--- src/rtl/decode_stage.sv ---
// Instruction decode stage: register file, branch/jump resolution, hazard
// detection and the registered ID/EX pipeline register.
module decode_stage #(
  parameter int unsigned NREGS = 16
) (
  input  logic        clk,
  input  logic        rst,
  input  logic        i_if_valid,
  input  logic [31:0] i_if_npc,
  input  logic [31:0] i_if_inst,
  input  logic        i_wb_en,
  input  logic [3:0]  i_wb_rd,
  input  logic [31:0] i_wb_data,
  input  logic        i_mem_wb_en,
  input  logic [3:0]  i_mem_rd,
  output logic        o_stall,
  output logic [1:0]  o_pc_src,
  output logic [31:0] o_jump_address,
  output logic [31:0] o_branch_address,
  output logic        o_ex_valid,
  output logic [5:0]  o_ex_op,
  output logic [3:0]  o_ex_rd,
  output logic        o_ex_wb,
  output logic        o_ex_mem_read,
  output logic        o_ex_mem_write,
  output logic [31:0] o_ex_a,
  output logic [31:0] o_ex_b,
  output logic [31:0] o_ex_imm,
  output logic [31:0] o_ex_npc,
  output logic        o_illegal
);

  localparam logic [5:0] OpAdd  = 6'h00;
  localparam logic [5:0] OpOr   = 6'h03;
  localparam logic [5:0] OpAddi = 6'h08;
  localparam logic [5:0] OpLw   = 6'h10;
  localparam logic [5:0] OpSw   = 6'h11;
  localparam logic [5:0] OpBeq  = 6'h20;
  localparam logic [5:0] OpBne  = 6'h21;
  localparam logic [5:0] OpJ    = 6'h30;
  localparam logic [5:0] OpNop  = 6'h3F;

  logic [31:0] r_regs [NREGS];
  logic        r_squash;
  logic        r_ex_valid, r_ex_wb, r_ex_mem_read, r_ex_mem_write;
  logic [5:0]  r_ex_op;
  logic [3:0]  r_ex_rd;
  logic [31:0] r_ex_a, r_ex_b, r_ex_imm, r_ex_npc;

  logic [5:0]  w_op;
  logic [3:0]  w_rd, w_rs1, w_rs2;
  logic [31:0] w_imm, w_rs1_val, w_rs2_val;
  logic        w_rtype, w_branch, w_known, w_reads1, w_reads2, w_writes;
  logic        w_valid, w_load_use, w_br_haz, w_stall, w_issue;
  logic [1:0]  w_pc_src;

  assign w_op  = i_if_inst[31:26];
  assign w_rd  = i_if_inst[25:22];
  assign w_rs1 = i_if_inst[21:18];
  assign w_rs2 = i_if_inst[17:14];
  assign w_imm = {{18{i_if_inst[13]}}, i_if_inst[13:0]};

  // Opcode classification: which sources are read, whether rd is written.
  always_comb begin
    w_rtype  = (w_op >= OpAdd) && (w_op <= OpOr);
    w_branch = (w_op == OpBeq) || (w_op == OpBne);
    w_writes = w_rtype || (w_op == OpAddi) || (w_op == OpLw);
    w_reads1 = w_writes || (w_op == OpSw) || w_branch;
    w_reads2 = w_rtype || (w_op == OpSw) || w_branch;
    w_known  = w_reads1 || (w_op == OpJ) || (w_op == OpNop);
  end

  // Register file reads with same-cycle writeback bypass; R0 is never written.
  always_comb begin
    w_rs1_val = r_regs[w_rs1];
    w_rs2_val = r_regs[w_rs2];
    if (i_wb_en && (i_wb_rd != 4'd0) && (i_wb_rd == w_rs1)) w_rs1_val = i_wb_data;
    if (i_wb_en && (i_wb_rd != 4'd0) && (i_wb_rd == w_rs2)) w_rs2_val = i_wb_data;
  end

  // Hazard detection and redirect; held quiet while reset is asserted.
  always_comb begin
    w_valid    = i_if_valid && !r_squash && rst;
    w_load_use = r_ex_valid && r_ex_mem_read &&
                 ((w_reads1 && (w_rs1 != 4'd0) && (r_ex_rd == w_rs1)) ||
                  (w_reads2 && (w_rs2 != 4'd0) && (r_ex_rd == w_rs2)));
    w_br_haz   = w_branch &&
                 ((r_ex_valid && r_ex_wb &&
                   (((w_rs1 != 4'd0) && (r_ex_rd == w_rs1)) ||
                    ((w_rs2 != 4'd0) && (r_ex_rd == w_rs2)))) ||
                  (i_mem_wb_en &&
                   (((w_rs1 != 4'd0) && (i_mem_rd == w_rs1)) ||
                    ((w_rs2 != 4'd0) && (i_mem_rd == w_rs2)))));
    w_stall    = w_valid && (w_load_use || w_br_haz);
    w_issue    = w_valid && !w_stall;
    w_pc_src   = 2'd0;
    if (w_issue) begin
      if (w_op == OpJ) w_pc_src = 2'd1;
      else if ((w_op == OpBeq) && (w_rs1_val == w_rs2_val)) w_pc_src = 2'd2;
      else if ((w_op == OpBne) && (w_rs1_val != w_rs2_val)) w_pc_src = 2'd2;
    end
  end

  assign o_stall          = w_stall;
  assign o_pc_src         = w_pc_src;
  assign o_illegal        = w_issue && !w_known;
  assign o_branch_address = rst ? i_if_npc + {w_imm[29:0], 2'b00} : 32'd0;
  assign o_jump_address   = rst ? i_if_npc + {{4{i_if_inst[25]}}, i_if_inst[25:0], 2'b00}
                                : 32'd0;

  // Register file write port.
  always_ff @(posedge clk or negedge rst) begin
    if (!rst) begin
      for (int i = 0; i < NREGS; i++) r_regs[i] <= 32'd0;
    end else if (i_wb_en && (i_wb_rd != 4'd0)) begin
      r_regs[i_wb_rd] <= i_wb_data;
    end
  end

  // Squash flag and ID/EX pipeline register; bubbles carry no control bits.
  always_ff @(posedge clk or negedge rst) begin
    if (!rst) begin
      r_squash       <= 1'b0;
      r_ex_valid     <= 1'b0;
      r_ex_op        <= 6'd0;
      r_ex_rd        <= 4'd0;
      r_ex_wb        <= 1'b0;
      r_ex_mem_read  <= 1'b0;
      r_ex_mem_write <= 1'b0;
      r_ex_a         <= 32'd0;
      r_ex_b         <= 32'd0;
      r_ex_imm       <= 32'd0;
      r_ex_npc       <= 32'd0;
    end else begin
      r_squash       <= (w_pc_src != 2'd0);
      r_ex_valid     <= w_issue && (w_writes || (w_op == OpSw));
      r_ex_op        <= (w_issue && (w_writes || (w_op == OpSw))) ? w_op : 6'd0;
      r_ex_rd        <= (w_issue && (w_writes || (w_op == OpSw))) ? w_rd : 4'd0;
      r_ex_wb        <= w_issue && w_writes;
      r_ex_mem_read  <= w_issue && (w_op == OpLw);
      r_ex_mem_write <= w_issue && (w_op == OpSw);
      r_ex_a         <= w_rs1_val;
      r_ex_b         <= w_rs2_val;
      r_ex_imm       <= w_imm;
      r_ex_npc       <= i_if_npc;
    end
  end

  assign o_ex_valid     = r_ex_valid;
  assign o_ex_op        = r_ex_op;
  assign o_ex_rd        = r_ex_rd;
  assign o_ex_wb        = r_ex_wb;
  assign o_ex_mem_read  = r_ex_mem_read;
  assign o_ex_mem_write = r_ex_mem_write;
  assign o_ex_a         = r_ex_a;
  assign o_ex_b         = r_ex_b;
  assign o_ex_imm       = r_ex_imm;
  assign o_ex_npc       = r_ex_npc;

endmodule

--- config.mk ---
export PLATFORM = sky130hd
export DESIGN_NAME = decode_stage
export DESIGN_NICKNAME = d
export VERILOG_FILES = /design/src/rtl/decode_stage.sv
export SDC_FILE = /design/constraint.sdc
export NUM_CORES = 1
export LEC_CHECK = 0
export CAP_MARGIN = 15
export CORE_MARGIN = 4
export CORE_UTILIZATION = 40
export CTS_CLUSTER_SIZE = 16
export DETAILED_ROUTE_END_ITERATION = 16
export PLACE_DENSITY = 0.66
export SYNTH_ARGS = -nofsm -noshare
export SYNTH_HDL_FRONTEND = slang
export SYNTH_SLANG_ARGS = --single-unit
export TNS_END_PERCENT = 50
--- constraint.sdc ---
create_clock -name clk -period 5.86 [get_ports clk]
set_input_delay 1.172 -clock clk [delete_from_list [all_inputs] [get_ports clk]]
set_output_delay 1.172 -clock clk [all_outputs]
set_load 0.03 [all_outputs]
# Word level (Yosys, flattened, before mapping)
# Cells that the tools add are included.
# classes
addsub,2
n_lt_le_gt_ge,6
eq_ne,15
mux,19
bitwise_logic,3
reduce_logical,51
# ops
op,n
$bwmux 512,1
$mux 32,9
$bmux 32 s4,2
$demux 32 s4,1
$add 32x32->32,2
$eq 32x32->1,1
$ne 32x32->1,1
$logic_and 1x1->1,30
$eq 4x4->1,6
$eq 6x6->1 const B,4
$ge 5x5->1 const B,3
$not 4->5,3
$logic_or 1x1->1,14
$eq 6x5->1 const B,2
$reduce_bool 4->1,3
$mux 2,4
$eq 6x4->1 const B,1
$ge 6x1->1 const B,1
$le 6x2->1 const B,1
$mux 6,1
$lt 5x1->1 const B,1
$mux 4,1
$logic_not 1->1,3
$reduce_bool 2->1,1
# word_totals
reg_bits,637
inputBits,109
output_inout_bits,210
elab_cells,123

# Longest topological paths before layout
# depth
ltp_word,16
depth_mapped,15
ltp_nobuf,12

# Least setup slack after synthesis
# OpenSTA, ideal clock, no wires.
# synth_timing
path_type,input to output
from,in i_if_npc[2]
to,out o_jump_address[28]
t_arrival_ns,4.272
required_time_ns,4.688
slack_ns,0.416
cell_stages,11
n_path_buf,0
path_cell_list,ha_1 -> fa_1 -> a21o_1 -> a21oi_1 -> o21ai_0 -> a21o_1 -> a2111oi_0 -> o31ai_1 -> o21ai_0 -> a21boi_0 -> a211oi_1
# synth_between
elab_chain_len,2
# synth_lines
element,line_no,text
start: declaration,9,"input logic [31:0] i_if_npc,"
$add 32x32->32,108,"assign o_jump_address = rst ? i_if_npc + {{4{i_if_inst[25]}}, i_if_inst[25:0], 2'b00}"
$mux 32,108,
end: declaration,18,"output logic [31:0] o_jump_address,"
# Every way passes these cells.

# Final worst setup path
# layout_timing
from,in i_wb_rd[0]
to,out o_pc_src[1]
# layout_between
elab_chain_len,10
word_cells_on_any_way,16
cone_classes,eq/ne: 4; mux: 6; reduce/logical: 6
# layout_lines
element,line_no,text
start: declaration,12,"input logic [3:0] i_wb_rd,"
$reduce_bool 4->1,77,if (i_wb_en && (i_wb_rd != 4'd0) && (i_wb_rd == w_rs1)) w_rs1_val = i_wb_data;
$logic_and 1x1->1,77,
$logic_and 1x1->1 (*),77,
$mux 32 (*),77,
net w_rs1_val[18],52,"logic [31:0] w_imm, w_rs1_val, w_rs2_val;"
$ne 32x32->1,100,else if ((w_op == OpBne) && (w_rs1_val != w_rs2_val)) w_pc_src = 2'd2;
$logic_and 1x1->1,100,
$mux 2,100,
$mux 2 (*),99,else if ((w_op == OpBeq) && (w_rs1_val == w_rs2_val)) w_pc_src = 2'd2;
$mux 2 (*),98,if (w_op == OpJ) w_pc_src = 2'd1;
$mux 2 (*),97,if (w_issue) begin
end: declaration,17,"output logic [1:0] o_pc_src,"
# Mark *: on every way through the listed nets, which the timed path passes. The rest lies on a longest branch.

==> flow_summary_export.csv <==
group,metric,value,unit
logic_synthesis,syn_area_per_cell,13.1,um2
sta,hold_viol,0,
sta,clock.fmax,0.172,GHz
logic_synthesis,synth-simple-area-share,0.0503,
critical_path,path_delay_family,"simple AND/OR/NAND/NOR gates",
logic_synthesis,synth_top_family_by_area,"multiplexers",
critical_path,crit_arrival,4.64,ns
logic_synthesis,synth_adder_area_share,0.0170,
logic_synthesis,async_flop_share,1.00,
global_route,grt_max_degree,187,
pwr,power.density,342,nW/um2
layout,syn2layout_area_growth,24.8,%
place,pre_cts_ws,-0.639,ns
global_route,grt_overflow,0,
place,routabilityCongestion,0.931,
drt,drc_errors,0,
critical_path,critical_path_class,"in -> out",
critical_path,crit_required,4.69,ns
floorplanning,fp.dieW,300,um
layout,num-nets-final,3089,
min_path,hold_path_class,"reg -> reg",
pwr,power_leakage,18.3,nW
critical_path,worst_path_most_repeated_cell,"buf_6",
drt,wire_per_inst,26.8,um
sta,fin_crit,5.81,ns
floorplanning,core_area,84000,um2
critical_path,slowest_delay,0.60,ns
layout,final_layout_size_suffix_gt1_frac,0.372,
clock_network,h-tree-depth,3,
clock_network,clkTransAtPathRegs,0.05,ns
sta,clock_skew,0.0239,ns
critical_path,worstPathBufferInverterCount,5,
sta,fin_ws,0.0478,ns
drt,ant_nets,0,
floorplanning,rows,106,
logic_synthesis,ys_seq_area_frac,0.468,
drt,dr.pass1.iters,5,
clock_network,insertion_delay,0.63,ns
global_route,antenna_found_initial,4,
floorplanning,io_pins,319,
layout,stdcell_area,42500,um2
outcome,status,"finished, final reports clean",
critical_path,critPathLaunchType,"input pin",
drt,finalWirelength,111000,um
logic_synthesis,synth_mux_area_frac,0.326,
logic_synthesis,synth_compound_area_frac,0.0701,
global_route,grt_util_all_layers,0.241,
sta,max_slew.worst_pin.slew,1.22,ns
floorplanning,dieArea,89900,um2
clock_network,cts_buffers,73,
logic_synthesis,ys_ff_latch,637,
clock_network,clock-sinks,637,
logic_synthesis,synth_edf_count,0,
logic_synthesis,netlist_instances,2590,
place,io_buffer_count,318,
sta,setup_viol,0,
drt,vias,24300,
sta,timing.final.crit_share,0.992,
drt,drtIter0Drc,1864,
logic_synthesis,synthFlopType,"dfrtp_1",
critical_path,cp-end-kind,"primary output",
place,dpl_cell_area,39100,um2
sta,slew_viol_final,0,
layout,fillers,7053,
global_route,grt_pass1_vias,26400,
floorplanning,start_util,0.406,
logic_synthesis,yosysWarnings,0,
critical_path,slowest_stage,"or4_4",
floorplanning,die_h,300,um
layout,antennaDiodeCount,0,
critical_path,crit_chain,"buf_4 -> xor2_1 -> or4_4 -> or2_4 -> buf_12 -> mux2i_2 -> xor2_1 -> nor4_2 -> nand4_1 -> buf_6 -> nor4_4 -> buf_6 -> xnor2_4 -> nor2_4 -> buf_6",
logic_synthesis,yosysUniqueCellTypes,67,
global_route,grt_pass1_wl,166000,um
place,hpwl,71800,um
drt,drt-vias-per-instance,5.90,
logic_synthesis,synth_xor_area_frac,0.0244,
logic_synthesis,netlist_area,34100,um2
critical_path,cp_max_fo,17,
clock_network,cts_tree,"done",
clock_network,ctsRootBufferMaster,"clkbuf_16",
pwr,vdd_drop_max,234,uV
run,cap_viol_max_count,0,
sta,slew_headroom,0.185,
clock_network,cts_buffer_depth,3,
-- layout make-up --
| class | instances | area [um2] | share of cell area |
|---|---|---|---|
| Multi-Input combinational cell | 1640 | 17000 | 0.400 |
| Tap cell | 1134 | 1420 | 0.0334 |
| Inverter | 32 | 120 | 0.00283 |
| Sequential cell | 637 | 15900 | 0.375 |
| Timing Repair Buffer | 551 | 5550 | 0.131 |
| Clock buffer | 103 | 2160 | 0.0509 |
| Clock inverter | 29 | 327 | 0.00768 |
-- sequential cells by signal, indices dropped and copies added (netlist names) --
signal,cells
o_ex_a,32
o_ex_b,32
o_ex_imm,14
o_ex_mem_read,1
o_ex_mem_write,1
o_ex_npc,32
o_ex_op,6
o_ex_rd,4
o_ex_valid,1
o_ex_wb,1
r_regs,512
r_squash,1
-- routing by layer --
layer | wire [um] | share of wire | GRT usage | vias to the layer above
li1 | - | - | - | 10300
met2 | 54400 | 0.49 | 0.407 | 1041
met4 | 4320 | 0.039 | 0.0980 | 2
met5 | 7 | 0.000063 | 0 | -
met1 | 44100 | 0.40 | 0.305 | 12700
met3 | 7650 | 0.069 | 0.0492 | 230
-- repair_timing --
action                                  in CTS  in global routing
pin swaps                                    7                 17
endpoints found under the setup margin       6                 12
setup buffers                                7                 28
hold buffers                                 0                  0
cloned                                       1                  7
resized for setup                           40                 63
-- worst reg2reg max path: stages, from the launching register on --
cell,delay (ns)
dfrtp_1,0.39
mux4_2,0.48
mux2_2,0.29
o22ai_1,0.22
mux2i_1,0.16
xor2_1,0.18
nor4_2,0.45
nand4_1,0.19
buf_6,0.18
nor4_4,0.29
buf_6,0.18
xnor2_4,0.14
buf_4,0.14
o21bai_1,0.05
-- synthesized netlist by cell type, drive strengths merged (4+ instances only) --
library cell / number / area (um2)
clkbuf: 154 / 578
nor2b: 4 / 25.0
or2: 6 / 37.5
inv: 32 / 120
xnor2: 35 / 307
and2: 50 / 313
mux2i: 136 / 1360
nor3: 24 / 120
dfrtp: 637 / 15900
nand2: 119 / 447
xor2: 60 / 526
a31oi: 6 / 37.5
o21bai: 7 / 52.6
nor2: 88 / 333
and3: 11 / 68.8
nand4: 7 / 43.8
nor4: 11 / 75.1
o41ai: 5 / 43.8
buf: 128 / 806
o221ai: 36 / 315
o21ai: 110 / 551
a21oi: 39 / 195
a221oi: 29 / 292
or3: 4 / 25.0
ha: 44 / 551
a21o: 27 / 203
nand2b: 12 / 75.1
nand3: 12 / 60.1
mux2: 424 / 4770
o21a: 5 / 37.5
mux4: 220 / 4950
a211oi: 4 / 30.0
o22ai: 64 / 400
-- metrics by stage --
stage | hold slack (ns) | util | TNS (ns) | cells | power (W)
CTS | 0.397 | 0.499 | -0.0312 | 4093 | 0.0145
global placement | 0.376 | 0.466 | -0.694 | 3953 | 0.00955
finish | 0.397 | 0.506 | 0 | 4126 | 0.0145
detailed placement | 0.384 | 0.466 | -0.852 | 3953 | 0.00974
global route | 0.407 | 0.506 | -0.0213 | 4126 | 0.0152
floorplan | 0.441 | - | 0 | 2591 | 0.00822
-- power breakdown --
part	total [W]	internal [W]	switching, W
Clock	0.00473	0.00281	0.00192
Sequential	0.00587	0.00527	0.000607
Combinational	0.00394	0.00209	0.00185
-- cells by family (layout without fill, tap and decap cells) --
family,Yosys count,after routing
AO/OA/AOI/OAI,358,358
XOR/XNOR,95,95
adder cells (fa/ha/maj),46,46
buffers and inverters,314,715
flip-flops,637,637
multiplexers,780,780
other,1,2
AND/OR/NAND/NOR,359,359
-- cell usage in the layout, fill, tap and decap left out, types with 77 or more instances in the layout --
cell type        netlist  final
clkdlybuf4s50_1        0    277
buf_4                 42    212
mux2_2               424    424
dfrtp_1              637    637
mux2i_1              136    123
clkbuf_16              0     82
nand2_1              119    119
nor2_1                87     77
mux4_2               220    220
o21ai_0              110    106
-- worst paths after layout --
check | start | to | slack, ns | cells past startpoint
worst max-delay path | i_wb_rd[0] | o_pc_src[1] | 0.05 | 15
max in group asynchronous | rst | r_regs[37] | 3.15 | 3
min in group asynchronous | rst | o_ex_imm[0] | 0.44 | 1
worst min-delay path | r_regs[498] | r_regs[498] | 0.40 | 0
worst min register to register | r_regs[498] | r_regs[498] | 0.40 | 0
worst max register to register | r_regs[274] | r_squash | 2.43 | 13
Power figures use the tool's default switching activity.
